File: src/rtl/recv_control.sv
// Receive-side round sequencer: accepts the first good copy of each segment per aux round,
// drops redundant/bad headers and reports missing segments when a round closes.
module recv_control #(
  parameter int unsigned MAX_SEGS = 64,
  parameter int unsigned TIMEOUT  = 1_000_000
) (
  input  logic        clk125MHz,
  input  logic        rst_n,
  input  logic [15:0] segment_num_max,
  input  logic [7:0]  redundancy,
  input  logic        hdr_valid,
  input  logic        crc_ok,
  input  logic [15:0] rx_segment_num,
  input  logic [7:0]  rx_txid,
  input  logic [7:0]  rx_aux,
  output logic        accept,
  output logic [15:0] accept_segment_num,
  output logic [7:0]  accept_txid,
  output logic        frame_done,
  output logic [7:0]  frame_aux,
  output logic [15:0] missing_count,
  output logic [15:0] dup_count,
  output logic [15:0] bad_count
);
  localparam int unsigned IDXW     = (MAX_SEGS > 1) ? $clog2(MAX_SEGS) : 1;
  localparam logic [16:0] SEGS_LIM = 17'(MAX_SEGS);
  localparam logic [27:0] TO_LAST  = 28'(TIMEOUT - 1);

  typedef enum logic {IDLE, COLLECT} state_t;

  state_t              state, state_d;
  logic [7:0]          cur_aux, cur_aux_d;
  logic [7:0]          last_aux, last_aux_d;
  logic                closed_vld, closed_vld_d;
  logic [MAX_SEGS-1:0] bitmap, bitmap_d;
  logic [15:0]         recv_cnt, recv_cnt_d, recv_inc;
  logic [27:0]         tcnt, tcnt_d;
  logic                accept_d, frame_done_d;
  logic [15:0]         accept_segment_num_d, missing_count_d, dup_count_d, bad_count_d;
  logic [7:0]          accept_txid_d, frame_aux_d;
  logic                hdr_bad, open_round;
  logic [IDXW-1:0]     idx;

  assign idx      = rx_segment_num[IDXW-1:0];
  assign recv_inc = recv_cnt + 16'd1;
  assign hdr_bad  = !crc_ok
                 || (rx_segment_num >= segment_num_max)
                 || ({1'b0, rx_segment_num} >= SEGS_LIM)
                 || (rx_txid == 8'd0)
                 || (rx_txid > redundancy);

  always_comb begin
    state_d              = state;
    cur_aux_d            = cur_aux;
    last_aux_d           = last_aux;
    closed_vld_d         = closed_vld;
    bitmap_d             = bitmap;
    recv_cnt_d           = recv_cnt;
    tcnt_d               = tcnt;
    accept_d             = 1'b0;
    accept_segment_num_d = accept_segment_num;
    accept_txid_d        = accept_txid;
    frame_done_d         = 1'b0;
    frame_aux_d          = frame_aux;
    missing_count_d      = missing_count;
    dup_count_d          = dup_count;
    bad_count_d          = bad_count;
    open_round           = 1'b0;

    if (hdr_valid) begin
      tcnt_d = '0;
    end else if (state == COLLECT) begin
      tcnt_d = tcnt + 28'd1;
    end

    if (hdr_valid && hdr_bad) begin
      if (bad_count != '1) bad_count_d = bad_count + 16'd1;
    end else if (hdr_valid) begin
      if (state == IDLE) begin
        if (closed_vld && (rx_aux == last_aux)) begin
          if (dup_count != '1) dup_count_d = dup_count + 16'd1;
        end else begin
          open_round = 1'b1;
        end
      end else if (rx_aux == cur_aux) begin
        if (bitmap[idx]) begin
          if (dup_count != '1) dup_count_d = dup_count + 16'd1;
        end else begin
          bitmap_d[idx]        = 1'b1;
          recv_cnt_d           = recv_inc;
          accept_d             = 1'b1;
          accept_segment_num_d = rx_segment_num;
          accept_txid_d        = rx_txid;
          if (recv_inc == segment_num_max) begin
            frame_done_d    = 1'b1;
            frame_aux_d     = cur_aux;
            missing_count_d = '0;
            last_aux_d      = cur_aux;
            closed_vld_d    = 1'b1;
            state_d         = IDLE;
          end
        end
      end else begin
        frame_done_d    = 1'b1;
        frame_aux_d     = cur_aux;
        missing_count_d = segment_num_max - recv_cnt;
        open_round      = 1'b1;
      end
    end else if ((state == COLLECT) && (tcnt == TO_LAST)) begin
      frame_done_d    = 1'b1;
      frame_aux_d     = cur_aux;
      missing_count_d = segment_num_max - recv_cnt;
      last_aux_d      = cur_aux;
      closed_vld_d    = 1'b1;
      tcnt_d          = '0;
      state_d         = IDLE;
    end

    // A single-segment round completes in the same cycle it opens.
    if (open_round) begin
      cur_aux_d            = rx_aux;
      bitmap_d             = '0;
      bitmap_d[idx]        = 1'b1;
      recv_cnt_d           = 16'd1;
      accept_d             = 1'b1;
      accept_segment_num_d = rx_segment_num;
      accept_txid_d        = rx_txid;
      if (segment_num_max == 16'd1) begin
        frame_done_d    = 1'b1;
        frame_aux_d     = rx_aux;
        missing_count_d = '0;
        last_aux_d      = rx_aux;
        closed_vld_d    = 1'b1;
        state_d         = IDLE;
      end else begin
        state_d = COLLECT;
      end
    end
  end

  always_ff @(posedge clk125MHz or negedge rst_n) begin
    if (!rst_n) begin
      state              <= IDLE;
      cur_aux            <= '0;
      last_aux           <= '0;
      closed_vld         <= 1'b0;
      bitmap             <= '0;
      recv_cnt           <= '0;
      tcnt               <= '0;
      accept             <= 1'b0;
      accept_segment_num <= '0;
      accept_txid        <= '0;
      frame_done         <= 1'b0;
      frame_aux          <= '0;
      missing_count      <= '0;
      dup_count          <= '0;
      bad_count          <= '0;
    end else begin
      state              <= state_d;
      cur_aux            <= cur_aux_d;
      last_aux           <= last_aux_d;
      closed_vld         <= closed_vld_d;
      bitmap             <= bitmap_d;
      recv_cnt           <= recv_cnt_d;
      tcnt               <= tcnt_d;
      accept             <= accept_d;
      accept_segment_num <= accept_segment_num_d;
      accept_txid        <= accept_txid_d;
      frame_done         <= frame_done_d;
      frame_aux          <= frame_aux_d;
      missing_count      <= missing_count_d;
      dup_count          <= dup_count_d;
      bad_count          <= bad_count_d;
    end
  end
endmodule

File: config.mk
export PLATFORM = sky130hd
export DESIGN_NAME = recv_control
export DESIGN_NICKNAME = d
export VERILOG_FILES = /design/src/rtl/recv_control.sv
export SDC_FILE = /design/constraint.sdc
export NUM_CORES = 1
export LEC_CHECK = 0
export BUFFER_PORTS_ARGS = -buffer_cell sky130_fd_sc_hd__buf_2
export CAP_MARGIN = 40
export CORE_MARGIN = 5
export CORE_UTILIZATION = 50
export DETAILED_ROUTE_END_ITERATION = 6
export MAX_ROUTING_LAYER = met4
export PLACE_DENSITY = 0.73
export SKIP_CTS_REPAIR_TIMING = 1
export SYNTH_ARGS = -nofsm -noshare
export SYNTH_HDL_FRONTEND = slang
export SYNTH_SLANG_ARGS = --single-unit
File: constraint.sdc
create_clock -name clk125MHz -period 3.1 [get_ports clk125MHz]
set_clock_uncertainty 0.15 [all_clocks]
set_input_delay 0.62 -clock clk125MHz [delete_from_list [all_inputs] [get_ports clk125MHz]]
set_output_delay 0.62 -clock clk125MHz [all_outputs]
set_load 0.05 [all_outputs]
==> flow_summary.toml <==
[synth]
synthCells = 1265
synth_warnings = 0
synth_area_um2 = 11790
synth_edf_count = 0
yosys_register_bits = 208
syn_avg_cell_area_um2 = 9.319
yosysSeqAreaShare = 0.4415
yosysUniqueCellTypes = 72
syn_nets = 1369
synthArstFlopShare = 1.000
synth_flop_cell = "dfrtp_1"

[placement]
hpwl_um = 25180
port_buffers = 141
dp_slack_ns = -0.5674
place_congestion = 0.9675

[detailed_routing]
ant_nets = 0
wl_per_cell_um = 18.04
viasPerCell = 5.684
drt-pass1-iter-count = 6
dr.first_iter.drc_count = 823
vias = 10749
totalWireLength_um = 34120
remaining_drc_errors = 0

[min_path]
hold_path_class = "primary input to flop"
holdPathEnd = "accept_txid[3]"
holdPathStages = 2
hold_path.startpoint = "rx_txid[3]"

[critical_path]
arrival_ns = 3.28
cp-start-kind = "flop"
regToRegEndpoint = "accept_segment_num[5]"
crit_required_ns = 3.34
cp-end-kind = "flop"
cp_max_fo = 6
r2r_slack_ns = 0.05
cpMostUsedCell = "buf_4"
path_cells = "xor2_1 -> nor4_2 -> nand3_1 -> o31a_1 -> and4_2 -> buf_4 -> nor2_4 -> buf_4 -> mux2_2"
path_delay_family = "simple AND/OR/NAND/NOR gates"
criticalPathCategory = "flop to flop"
cp.buffers_inverters = 2
reg2regPathDepth = 9
slowest_delay_ns = 0.42
r2r-start = "cur_aux[7]"
cp_slowest_cell = "dfrtp_1"

[clocking]
cts_buffers = 24
cts_buffer_depth = 3
insertion_delay_ns = 0.52
htreeDepth = 1
cts_tree = "built"
path_clk_slew_ns = 0.06
cts-root-buf = "clkbuf_16"
clkSinkCount = 208

[final_layout]
drive_above_1_share = 0.3151
syn_to_final_growth_pct = 31.70
final_nets = 1657
layout_commonest_cell = "dfrtp_1"
final_cell_mix = "208 x dfrtp_1, 166 x buf_4, 159 x nand2_1"

[die]
row_count = 56
die_w_um = 163.6
dieArea_um2 = 26750
core-area_um2 = 23330
boundaryPins = 142
initial_core_util = 0.5053
dieHeight_um = 163.6

[timing]
holdWs_ns = 0.2210
fin_setup_tns_ns = 0
slew_viol_final = 0
min_period_ns = 3.046
hold_viol_final = 0
fmax_mhz = 328.3
slew_headroom = 0.5772
layout_setup_ws_ns = 0.05424
finalSetupViolCount = 0
rsz0062_at_grt = "yes"
worstMarginPinSlew_ns = 0.6342
fin_crit_sh = 0.9825

[grt]
grt_pass1_vias = 10883
grt_max_degree = 69
overflow = 0
grt_pass1_wl_um = 55220
grt_use_total = 0.2605
antenna_found_initial = 1

[power]
power.density_nw_per_um2 = 454.0
p_total_w = 0.007048
p_leak_nw = 7.403
peakVddDrop_mv = 0.4102

[run_status]
status = "finished clean"

[flow_run]
maxCapViolCount = 0
==> metal layers <==
metal  vias to the layer above  GRT usage  wire (µm)
li1                       5062          -          -
met1                      5286     0.3418      14500
met2                       330     0.4249      16610
met3                        71    0.03735       2044
met4                         0    0.07625        961
met5                         -          -          0
==> flip-flops by register name, summed over array words and instances, names as in the netlist <==
name / cells
bitmap: 64
tcnt: 28
accept_segment_num: 16
bad_count: 16
dup_count: 16
missing_count: 16
recv_cnt: 16
accept_txid: 8
cur_aux: 8
frame_aux: 8
last_aux: 8
accept: 1
closed_vld: 1
frame_done: 1
state: 1
==> per-stage QoR <==
| stage | util | std cells | cell area, µm² |
|---|---|---|---|
| final | 0.6654 | 1891 | 15530 |
| after global routing | 0.6654 | 1891 | 15530 |
| after CTS | 0.6497 | 1885 | 15160 |
| after detailed placement | 0.6136 | 1841 | 14320 |
| after global placement | 0.6136 | 1841 | 14320 |
| after floorplan | - | 1265 | 12150 |
==> cell type report <==
class                           instances  area (µm²)
Clock buffer                           34       718.2
Sequential cell                       208        5205
Antenna cell                            1       2.502
Multi-Input combinational cell        945        6654
Fill cell                            1825        7806
Tap cell                              319       399.1
Clock inverter                         10       122.6
Timing Repair Buffer                  319        2193
Inverter                               55       231.5
==> power by group <==
part	total, W	switching (W)	internal (W)
Combinational	0.00118	0.000767	0.000414
Clock	0.00296	0.00118	0.00179
Sequential	0.00290	0.000101	0.00280
==> synth_stat cells, types with 4 or more instances <==
library cell	instances	area, µm²
buf_2	17	85.08
nand2b_1	11	68.82
xnor2_1	61	534.3
a31oi_1	11	68.82
o31ai_1	4	30.03
o21ai_1	7	35.03
o22ai_1	4	25.02
buf_4	4	30.03
and2_1	10	62.56
a22o_1	9	78.83
nor2b_1	9	56.30
nand2_1	165	619.3
a21oi_1	57	285.3
a211oi_1	7	52.55
and3_1	22	137.6
ha_1	43	538.0
nand3_1	46	230.2
mux2_2	15	168.9
o21ai_0	89	445.4
a22oi_1	16	120.1
nand4_1	27	168.9
a21o_1	5	37.54
and4_1	7	61.31
inv_1	54	202.7
clkbuf_1	34	127.6
nor4b_1	4	35.03
or3_1	12	75.07
mux4_2	8	180.2
nor4_1	23	143.9
xor2_1	48	420.4
nor3_1	29	145.1
o31a_1	4	35.03
dfrtp_1	208	5205
o21a_1	5	37.54
nor2_1	98	367.9
mux2i_1	33	330.3
o2111ai_1	5	43.79
==> logic make-up (layout without fill, tap and decap cells) <==
group | Yosys count | after routing | share of synthesized area
fa+ha+maj | 44 | 44 | 0.04734
mux | 56 | 56 | 0.05763
simple gates | 484 | 484 | 0.2000
other cells | 0 | 1 | 0
buf+inv | 112 | 418 | 0.04001
xor+xnor | 109 | 109 | 0.08098
compound gates | 252 | 252 | 0.1326
flops | 208 | 208 | 0.4415
==> how the worst max path moves through the flow <==
| stage | start | to | cells past startpoint |
|---|---|---|---|
| detailed placement | rx_segment_num[1] | bitmap[52] | 11 |
| global route | rx_segment_num[2] | bitmap[20] | 11 |
| floorplan | redundancy[3] | bitmap[2] | 11 |
| CTS | recv_cnt[0] | missing_count[8] | 13 |
| global placement | rx_segment_num[1] | bitmap[23] | 11 |
| finish | cur_aux[7] | accept_segment_num[5] | 9 |
==> worst register-to-register path, cell delays in order (launching register included) <==
cell and delay [ns]:
dfrtp_1 0.42, xor2_1 0.17, nor4_2 0.38, nand3_1 0.21, o31a_1 0.29, and4_2 0.37, buf_4 0.18, nor2_4 0.23
buf_4 0.18, mux2_2 0.33
Note: power is estimated with default switching activity, not from simulation.
